File: src/rtl/ov7670_capture.sv
// ov7670_capture: samples the OV7670 parallel bus on PCLK, pairs bytes into
// RGB565 pixels and writes them into a linear frame buffer (addr = row*H_OUT + col).
// Optional build macro: CAPTURE_DECIMATE_EN -- the camera streams 640x480 and
// only even columns of even lines are stored.
module ov7670_capture #(
  parameter int H_OUT       = 320,
  parameter int V_OUT       = 240,
  parameter int SKIP_FRAMES = 2
) (
  input  logic        clk,
  input  logic        rst,
  input  logic        cam_vsync,
  input  logic        cam_href,
  input  logic [7:0]  cam_data,
  output logic        wr_en,
  output logic [16:0] wr_addr,
  output logic [15:0] wr_data,
  output logic        frame_done,
  output logic        capturing,
  output logic        overflow
);

  localparam int XW = $clog2(H_OUT + 1);
  localparam int YW = $clog2(V_OUT + 1);
  localparam int SW = (SKIP_FRAMES < 1) ? 1 : $clog2(SKIP_FRAMES + 1);

  localparam logic [16:0]   H_STEP   = 17'(H_OUT);
  localparam logic [XW-1:0] X_LIM    = XW'(H_OUT);
  localparam logic [YW-1:0] Y_LIM    = YW'(V_OUT);
  localparam logic [SW-1:0] SKIP_LIM = SW'(SKIP_FRAMES);

  typedef enum logic [1:0] {
    S_SETTLE  = 2'd0,
    S_WAIT    = 2'd1,
    S_CAPTURE = 2'd2
  } state_t;

  state_t state_q, state_d;

  // Input register stage plus one extra vsync/href stage for edge detection.
  logic        vsync_in_q, href_in_q;
  logic [7:0]  data_in_q;
  logic        vsync_prev_q, href_prev_q;

  logic [SW-1:0] skip_cnt_q, skip_cnt_d;
  logic          phase_q, phase_d;
  logic [7:0]    hi_q, hi_d;
  logic [XW-1:0] x_out_q, x_out_d;
  logic [YW-1:0] y_out_q, y_out_d;
  logic [16:0]   line_base_q, line_base_d;
  logic          overflow_q, overflow_d;
  logic          wr_en_q, wr_en_d;
  logic [16:0]   wr_addr_q, wr_addr_d;
  logic [15:0]   wr_data_q, wr_data_d;
  logic          frame_done_q, frame_done_d;

`ifdef CAPTURE_DECIMATE_EN
  // Only the parity of the input coordinates matters for 2:1 decimation.
  logic x_par_q, x_par_d;
  logic y_par_q, y_par_d;
`endif

  logic vs_rise, vs_fall, href_fall;
  logic pix_keep, line_keep, pix_fits;

  assign vs_rise   =  vsync_in_q & ~vsync_prev_q;
  assign vs_fall   = ~vsync_in_q &  vsync_prev_q;
  assign href_fall = ~href_in_q  &  href_prev_q;

`ifdef CAPTURE_DECIMATE_EN
  assign pix_keep  = ~x_par_q & ~y_par_q;
  assign line_keep = ~y_par_q;
`else
  assign pix_keep  = 1'b1;
  assign line_keep = 1'b1;
`endif

  assign pix_fits = (x_out_q < X_LIM) && (y_out_q < Y_LIM);

  // State register.
  always_ff @(posedge clk) begin
    if (rst) state_q <= S_SETTLE;
    else     state_q <= state_d;
  end

  // Next-state logic: settle, wait for frame start, capture until frame end.
  always_comb begin
    state_d = state_q;
    unique case (state_q)
      S_SETTLE:  if (skip_cnt_q == SKIP_LIM) state_d = S_WAIT;
      S_WAIT:    if (vs_fall)                state_d = S_CAPTURE;
      S_CAPTURE: if (vs_rise)                state_d = S_WAIT;
      default:                               state_d = S_SETTLE;
    endcase
  end

  // Moore outputs decoded from the state.
  always_comb begin
    capturing = (state_q == S_CAPTURE);
  end

  // Datapath: byte pairing, keep/fit decision, line advance and frame end.
  always_comb begin
    skip_cnt_d   = skip_cnt_q;
    phase_d      = phase_q;
    hi_d         = hi_q;
    x_out_d      = x_out_q;
    y_out_d      = y_out_q;
    line_base_d  = line_base_q;
    overflow_d   = overflow_q;
    wr_en_d      = 1'b0;
    wr_addr_d    = wr_addr_q;
    wr_data_d    = wr_data_q;
    frame_done_d = 1'b0;
`ifdef CAPTURE_DECIMATE_EN
    x_par_d      = x_par_q;
    y_par_d      = y_par_q;
`endif
    case (state_q)
      S_SETTLE: begin
        if (vs_rise && (skip_cnt_q != SKIP_LIM)) skip_cnt_d = skip_cnt_q + 1'b1;
      end
      S_WAIT: begin
        if (vs_fall) begin
          phase_d     = 1'b0;
          x_out_d     = '0;
          y_out_d     = '0;
          line_base_d = '0;
          overflow_d  = 1'b0;
`ifdef CAPTURE_DECIMATE_EN
          x_par_d     = 1'b0;
          y_par_d     = 1'b0;
`endif
        end
      end
      S_CAPTURE: begin
        // A pixel completing in the frame-end cycle is still written.
        if (href_in_q) begin
          phase_d = ~phase_q;
          if (!phase_q) begin
            hi_d = data_in_q;
          end else begin
            if (pix_keep) begin
              if (pix_fits) begin
                wr_en_d   = 1'b1;
                wr_addr_d = line_base_q + 17'(x_out_q);
                wr_data_d = {hi_q, data_in_q};
                x_out_d   = x_out_q + 1'b1;
              end else begin
                overflow_d = 1'b1;
              end
            end
`ifdef CAPTURE_DECIMATE_EN
            x_par_d = ~x_par_q;
`endif
          end
        end
        // Frame end wins over a coincident line end; the partial line is dropped.
        if (vs_rise) begin
          frame_done_d = 1'b1;
        end else if (href_fall) begin
          phase_d = 1'b0;
          x_out_d = '0;
`ifdef CAPTURE_DECIMATE_EN
          x_par_d = 1'b0;
          y_par_d = ~y_par_q;
`endif
          // y_out saturates at V_OUT so line_base never passes H_OUT*V_OUT.
          if (line_keep && (y_out_q < Y_LIM)) begin
            y_out_d     = y_out_q + 1'b1;
            line_base_d = line_base_q + H_STEP;
          end
        end
      end
      default: ;
    endcase
  end

  // Input sampling, datapath registers and registered outputs.
  always_ff @(posedge clk) begin
    if (rst) begin
      vsync_in_q   <= 1'b0;
      href_in_q    <= 1'b0;
      data_in_q    <= 8'h00;
      vsync_prev_q <= 1'b0;
      href_prev_q  <= 1'b0;
      skip_cnt_q   <= '0;
      phase_q      <= 1'b0;
      hi_q         <= 8'h00;
      x_out_q      <= '0;
      y_out_q      <= '0;
      line_base_q  <= '0;
      overflow_q   <= 1'b0;
      wr_en_q      <= 1'b0;
      wr_addr_q    <= '0;
      wr_data_q    <= '0;
      frame_done_q <= 1'b0;
`ifdef CAPTURE_DECIMATE_EN
      x_par_q      <= 1'b0;
      y_par_q      <= 1'b0;
`endif
    end else begin
      vsync_in_q   <= cam_vsync;
      href_in_q    <= cam_href;
      data_in_q    <= cam_data;
      vsync_prev_q <= vsync_in_q;
      href_prev_q  <= href_in_q;
      skip_cnt_q   <= skip_cnt_d;
      phase_q      <= phase_d;
      hi_q         <= hi_d;
      x_out_q      <= x_out_d;
      y_out_q      <= y_out_d;
      line_base_q  <= line_base_d;
      overflow_q   <= overflow_d;
      wr_en_q      <= wr_en_d;
      wr_addr_q    <= wr_addr_d;
      wr_data_q    <= wr_data_d;
      frame_done_q <= frame_done_d;
`ifdef CAPTURE_DECIMATE_EN
      x_par_q      <= x_par_d;
      y_par_q      <= y_par_d;
`endif
    end
  end

  assign wr_en      = wr_en_q;
  assign wr_addr    = wr_addr_q;
  assign wr_data    = wr_data_q;
  assign frame_done = frame_done_q;
  assign overflow   = overflow_q;

endmodule

File: config.mk
export PLATFORM = sky130hd
export DESIGN_NAME = ov7670_capture
export DESIGN_NICKNAME = d
export VERILOG_FILES = /design/src/rtl/ov7670_capture.sv
export SDC_FILE = /design/constraint.sdc
export NUM_CORES = 1
export LEC_CHECK = 0
export ABC_AREA = 0
export CAP_MARGIN = 20
export CELL_PAD_IN_SITES_DETAIL_PLACEMENT = 1
export CELL_PAD_IN_SITES_GLOBAL_PLACEMENT = 2
export CORE_UTILIZATION = 33
export DETAILED_ROUTE_END_ITERATION = 16
export GPL_TIMING_DRIVEN = 0
export PLACE_DENSITY = 0.82
export SLEW_MARGIN = 15
export SYNTH_ARGS = -nofsm -noshare
export SYNTH_HDL_FRONTEND = slang
export SYNTH_SLANG_ARGS = --single-unit
File: constraint.sdc
create_clock -name clk -period 2.03 [get_ports clk]
set_input_delay 0.406 -clock clk [delete_from_list [all_inputs] [get_ports clk]]
set_output_delay 0.406 -clock clk [all_outputs]
set_load 0.02 [all_outputs]
### Word level (Yosys, flattened, before mapping)

Index checks and enable logic that the tools add are counted.

| storage, ports and cells | value |
|---|---|
| logic and storage cells | 90 |
| input bits | 12 |
| output and inout port bits | 37 |
| flip-flop bits (word level) | 95 |

| cells by class | value |
|---|---|
| reductions and logical operators | 13 |
| $lt $le $gt $ge | 2 |
| bitwise logic cells | 8 |
| multiplexer cells | 32 |
| equality and inequality tests | 13 |
| $add $sub $neg | 5 |

Operators with widths:

| kind | count |
|---|---|
| $mux W17 | 4 |
| $mux W9 | 6 |
| $pmux W17 S2 | 1 |
| $mux W8 | 4 |
| $pmux W9 S2 | 1 |
| $add A17 B9 Y17 | 1 |
| $add A17 B9 Y17 const B | 1 |
| $pmux W8 S2 | 1 |
| $ne A2 B1 Y1 const B | 5 |
| $ne A2 B2 Y1 const B | 5 |
| $reduce_and A5 Y1 | 2 |
| $add A9 B1 Y9 const B | 1 |
| $lt A9 B9 Y1 const B | 1 |
| $mux W1 | 9 |
| $add A8 B1 Y8 const B | 1 |
| $lt A8 B8 Y1 const B | 1 |
| $mux W2 | 3 |
| $pmux W2 S3 | 1 |
| $reduce_and A3 Y1 | 2 |
| $not A1 Y1 | 5 |
| $eq A2 B2 Y1 const B | 2 |
| $pmux W1 S2 | 2 |
| $reduce_and A2 Y1 | 2 |
| $reduce_and A4 Y1 | 1 |
| 8 further kinds | 11 |

### Longest topological paths before layout

| logic depth | value |
|---|---|
| word-level depth | 8 |
| gate-level depth with buffers | 8 |

### Worst setup path after synthesis

Ideal clock, no wire load.

| timing | value |
|---|---|
| kind | register to register |
| start point | register state_q[0] |
| end point | register line_base_q[13] |
| cell stages (with the launch flop) | 8 |
| arrival time | 1.598 ns |
| path buffers | 2 |
| slack | 0.362 ns |
| clock period less this slack | 1.668 ns |
| data required time | 1.960 ns |
| setup time | 0.070 ns |
| cells stage by stage | dfxtp_1 -> nand2b_1 -> buf_6 -> inv_6 -> buf_8 -> a211o_1 -> or4_1 -> a21oi_1 |

| on the way | value |
|---|---|
| word-level cells in the longest chain between the ends | 3 |
| elaborated cells on any way between the ends | 9 |
| those cells by class | 6 x eq/ne; 1 x mux; 2 x reduce/logical |

Ends and longest elaborated chain:

| item | RTL line | text |
|---|---|---|
| start, declared | 38 | `state_t state_q, state_d;` |
| start signal, assigned | 83 | `else state_q <= state_d;` |
| $eq A2 B2 Y1 (*) | - |  |
| named net capturing | 19 | `output logic capturing,` |
| $ne A2 B1 Y1 (no line), or another cell as far along | - |  |
| $reduce_and A5 Y1 (no line) | - |  |
| end signal, assigned | 213 | `line_base_q <= line_base_d;` |
| end, declared | 50 | `logic [16:0] line_base_q, line_base_d;` |

Mark *: on every way through the listed nets, which the timed path passes. The rest lies on a longest branch.
A chain may end at the register's enable or synchronous reset.

### Final worst setup path

| timing | value |
|---|---|
| start point | register state_q[0] |
| end point | register line_base_q[9] |

| on the way | value |
|---|---|
| word-level cells in the longest chain between the ends | 3 |
| elaborated cells on any way between the ends | 9 |
| those cells by class | 6 x eq/ne; 1 x mux; 2 x reduce/logical |

Ends and longest elaborated chain:

| item | RTL line | text |
|---|---|---|
| $eq A2 B2 Y1 or $eq A2 B1 Y1 (tied branches) | 119 | `case (state_q)` |
| $ne A2 B1 Y1 (no line), or another cell as far along | - |  |
| $reduce_and A5 Y1 (no line) | - |  |

Several ways; a longest one is shown, not always the timed one.

==> out/qor.yml <==
status: "completed"
ys.flop_type: "dfxtp_1"
clkPwrFrac: 0.407
grt_setup_unrepaired: "false"
first_pass_iters: 4
worst_hold_slack_ns: 0.4572
drc_errors: 0
power.switching_uw: 778.9
grt.met3_usage: 0.03797
drt_wl_total_um: 9997
cts_buffers: 9
fp-row-count: 38
min_period_over_period: 0.9491
avgSynthCellArea_um2: 8.794
fin_nets: 502
power.share.switching: 0.2443
gp_congestion: 0.7837
initial_utilization: 0.3416
grt_pass1_wl_um: 16410
core_um2: 10890
setup_viol: 0
die_width_um: 108.2
ant_nets: 0
crit_type: "reg2reg"
wire_per_inst_um: 15.94
ir_drop_mv: 0.4230
timing.clock.skew_ns: 0.01119
clockBufferDepth: 2
max_slew.worst_pin.slew_ns: 0.6640
cp-end-kind: "flip-flop"
grt.busiest_layer: "met2"
cts.clk_slew.worst_paths_ns: 0.09
dpl_worst_slack_ns: -0.1692
clock_sinks: 89
synth_edf_count: 0
area_delta_synth_final_pct: 23.88
cts_tree: "done"
seqPwrFrac: 0.558
setup_ws_ns: 0.1033
arrival_ns: 2.22
grt_max_degree: 18
pwr-share-comb: 0.035
hold_buffers: 0
grtUsageMet1: 0.2370
vias: 3289
grt_pass1_vias: 3237
hpwl_um: 7324
post-place-cells: 611
final_hold_viol_count: 0
grt.overflow.total: 0
report.final.slew_viol_count: 0
vias_per_cell: 5.246
synth_cells: 423
boundaryPins: 49
drive_above_1_share: 0.08214
critPathLaunchType: "flip-flop"
max_cap_viol_count: 0
die_area_um2: 11700
num_antenna_cells: 0
clock_latency_ns: 0.37
met2_usage: 0.3003
ys_ff_latch: 89
dr.first_iter.drc_count: 102
grt_use_total: 0.1819
num-fill-cells: 1298
crit_slowest_cell: "or4_1"
multi_input_area_um2: 1798
leakage_uw: 0.001503
synthArstFlopShare: 0
postCtsSetupBuffers: 0
syn_nets: 443
antenna_found_initial: 0
seq_area_frac_synth: 0.4790
io_buffers: 48
cp_max_fo: 10
relSlewSlack: 0.5574
regArea_um2: 1782
syn_area_um2: 3720
crit_required_ns: 2.32
dieHeight_um: 108.2
power.density_nw_per_um2: 691.8
worstPathCellList: "nand2b_1 > buf_6 > inv_6 > a31oi_4 > clkbuf_2 > or4_1 > a21oi_1"
hold_class: "reg2reg"
finalNonFillerCells: 627
fmax_mhz: 519.0
h-tree-depth: 3
internal_power_uw: 2409
layout_min_cycle_time_ns: 1.927
ys_warn_count: 0
ctsRootBufferMaster: "clkbuf_8"
max_stage_delay_ns: 0.52
tns_ns: 0
yosys.cell_types.count: 43
synth_stat cells (all sizes together) (2+ instances only):
cell | n | area [um2]
nor4 | 2 | 12.51
a211o | 4 | 35.03
xnor2 | 5 | 43.79
inv | 5 | 23.77
a21oi | 56 | 280.3
a211oi | 7 | 52.55
buf | 7 | 50.04
o31ai | 19 | 142.6
a311oi | 3 | 26.28
and4 | 3 | 26.28
xor2 | 2 | 17.52
and2 | 4 | 25.02
nor3 | 3 | 15.01
and3 | 3 | 18.77
ha | 8 | 100.1
nand2b | 5 | 31.28
nand4 | 7 | 43.79
o21ai | 14 | 70.06
mux2i | 8 | 80.08
dfxtp | 89 | 1782
o211ai | 2 | 15.01
nand3 | 12 | 60.06
nor2 | 26 | 97.59
or3 | 5 | 31.28
nand2 | 61 | 229.0
or4 | 21 | 157.7
nor2b | 13 | 81.33
clkbuf | 19 | 71.32
placed cells by master (no fill, tap or decap), drive strengths merged, types with 4 or more instances in the layout:
| cell type | count |
|---|---|
| dfxtp | 89 |
| nand2 | 61 |
| a21oi | 56 |
| clkdlybuf4s50 | 47 |
| clkbuf | 30 |
| nor2 | 26 |
| or4 | 21 |
| o31ai | 19 |
| o21ai | 14 |
| nor2b | 13 |
| nand3 | 12 |
| inv | 10 |
| mux2i | 8 |
| ha | 8 |
| nand4 | 7 |
| a211oi | 7 |
| buf | 6 |
| or3 | 5 |
| xnor2 | 5 |
| nand2b | 5 |
| and2 | 4 |
| a211o | 4 |
power by group through the flow:
stage | clock network, uW | logic, uW | registers (uW)
5_1_grt | 1410 | 123 | 1780
3_5_place_dp | 0 | 111 | 1820
6_report | 1300 | 111 | 1780
2_1_floorplan | 0 | 63.3 | 1810
4_1_cts | 1360 | 112 | 1780
3_3_place_gp | 0 | 109 | 1820
per-stage QoR:
step / area (um2) / total power, uW / utilization
after floorplan: 3720 / 1877 / -
after global placement: 4375 / 1927 / 0.4019
after detailed placement: 4375 / 1930 / 0.4019
after CTS: 4584 / 3246 / 0.4211
after global routing: 4608 / 3316 / 0.4232
final: 4608 / 3188 / 0.4232
worst max-delay path: cells and delay by family, from the launching register on:
kind	cells	cell delay, ns
buffers and inverters	3	0.48
AOI/OAI and AO/OA	2	0.33
and+or+nand+nor	2	0.68
DFF	1	0.35
worst paths after layout:
path                                   from             end  slack (ns)  cells past startpoint
worst max register to register   state_q[0]  line_base_q[9]        0.10                      7
worst min register to register  wr_data[13]     wr_data[13]        0.46                      2
worst max-delay path             state_q[0]  line_base_q[9]        0.10                      7
worst min-delay path            wr_data[13]     wr_data[13]        0.46                      2
per-layer routing:
metal,wire [um],part of all wire,up-vias
met1,4862,0.49,1586
met3,316,0.032,10
met4,119,0.012,0
li1,-,-,1649
met2,4698,0.47,44
met5,0,0,-
flip-flops by register name, summed over array words and instances (netlist names), 2 cells and up:
signal	cells
wr_data	16
wr_addr	17
y_out_q	8
skip_cnt_q	2
state_q	2
line_base_q	11
data_in_q	8
hi_q	8
x_out_q	9
cells by family (layout without fill, tap and decap cells):
| family | Yosys count | count (layout) | share of synthesized area |
|---|---|---|---|
| AO/OA/AOI/OAI | 111 | 111 | 0.1837 |
| XOR/XNOR | 7 | 7 | 0.01648 |
| adder cells (fa/ha/maj) | 8 | 8 | 0.02691 |
| buffers and inverters | 31 | 95 | 0.03902 |
| flip-flops | 89 | 89 | 0.4790 |
| multiplexers | 8 | 8 | 0.02153 |
| AND/OR/NAND/NOR | 169 | 169 | 0.2334 |
final cells by class:
| class | instances | area share |
|---|---|---|
| sequential | 89 | 0.3866 |
| clock inverter | 7 | 0.01819 |
| buffer | 26 | 0.03177 |
| inverter | 5 | 0.005159 |
| tap | 140 | 0.03801 |
| multi-input combinational | 303 | 0.3902 |
| timing repair buffer | 48 | 0.1032 |
| clock buffer | 9 | 0.02688 |
timing repair:
item / 4_1_cts / 5_1_grt
setup endpoints to repair: 11 / 51
pin swaps: 0 / 1
gates resized for setup: 3 / 28
gates cloned: 0 / 0
(Power assumes the default switching activity.)
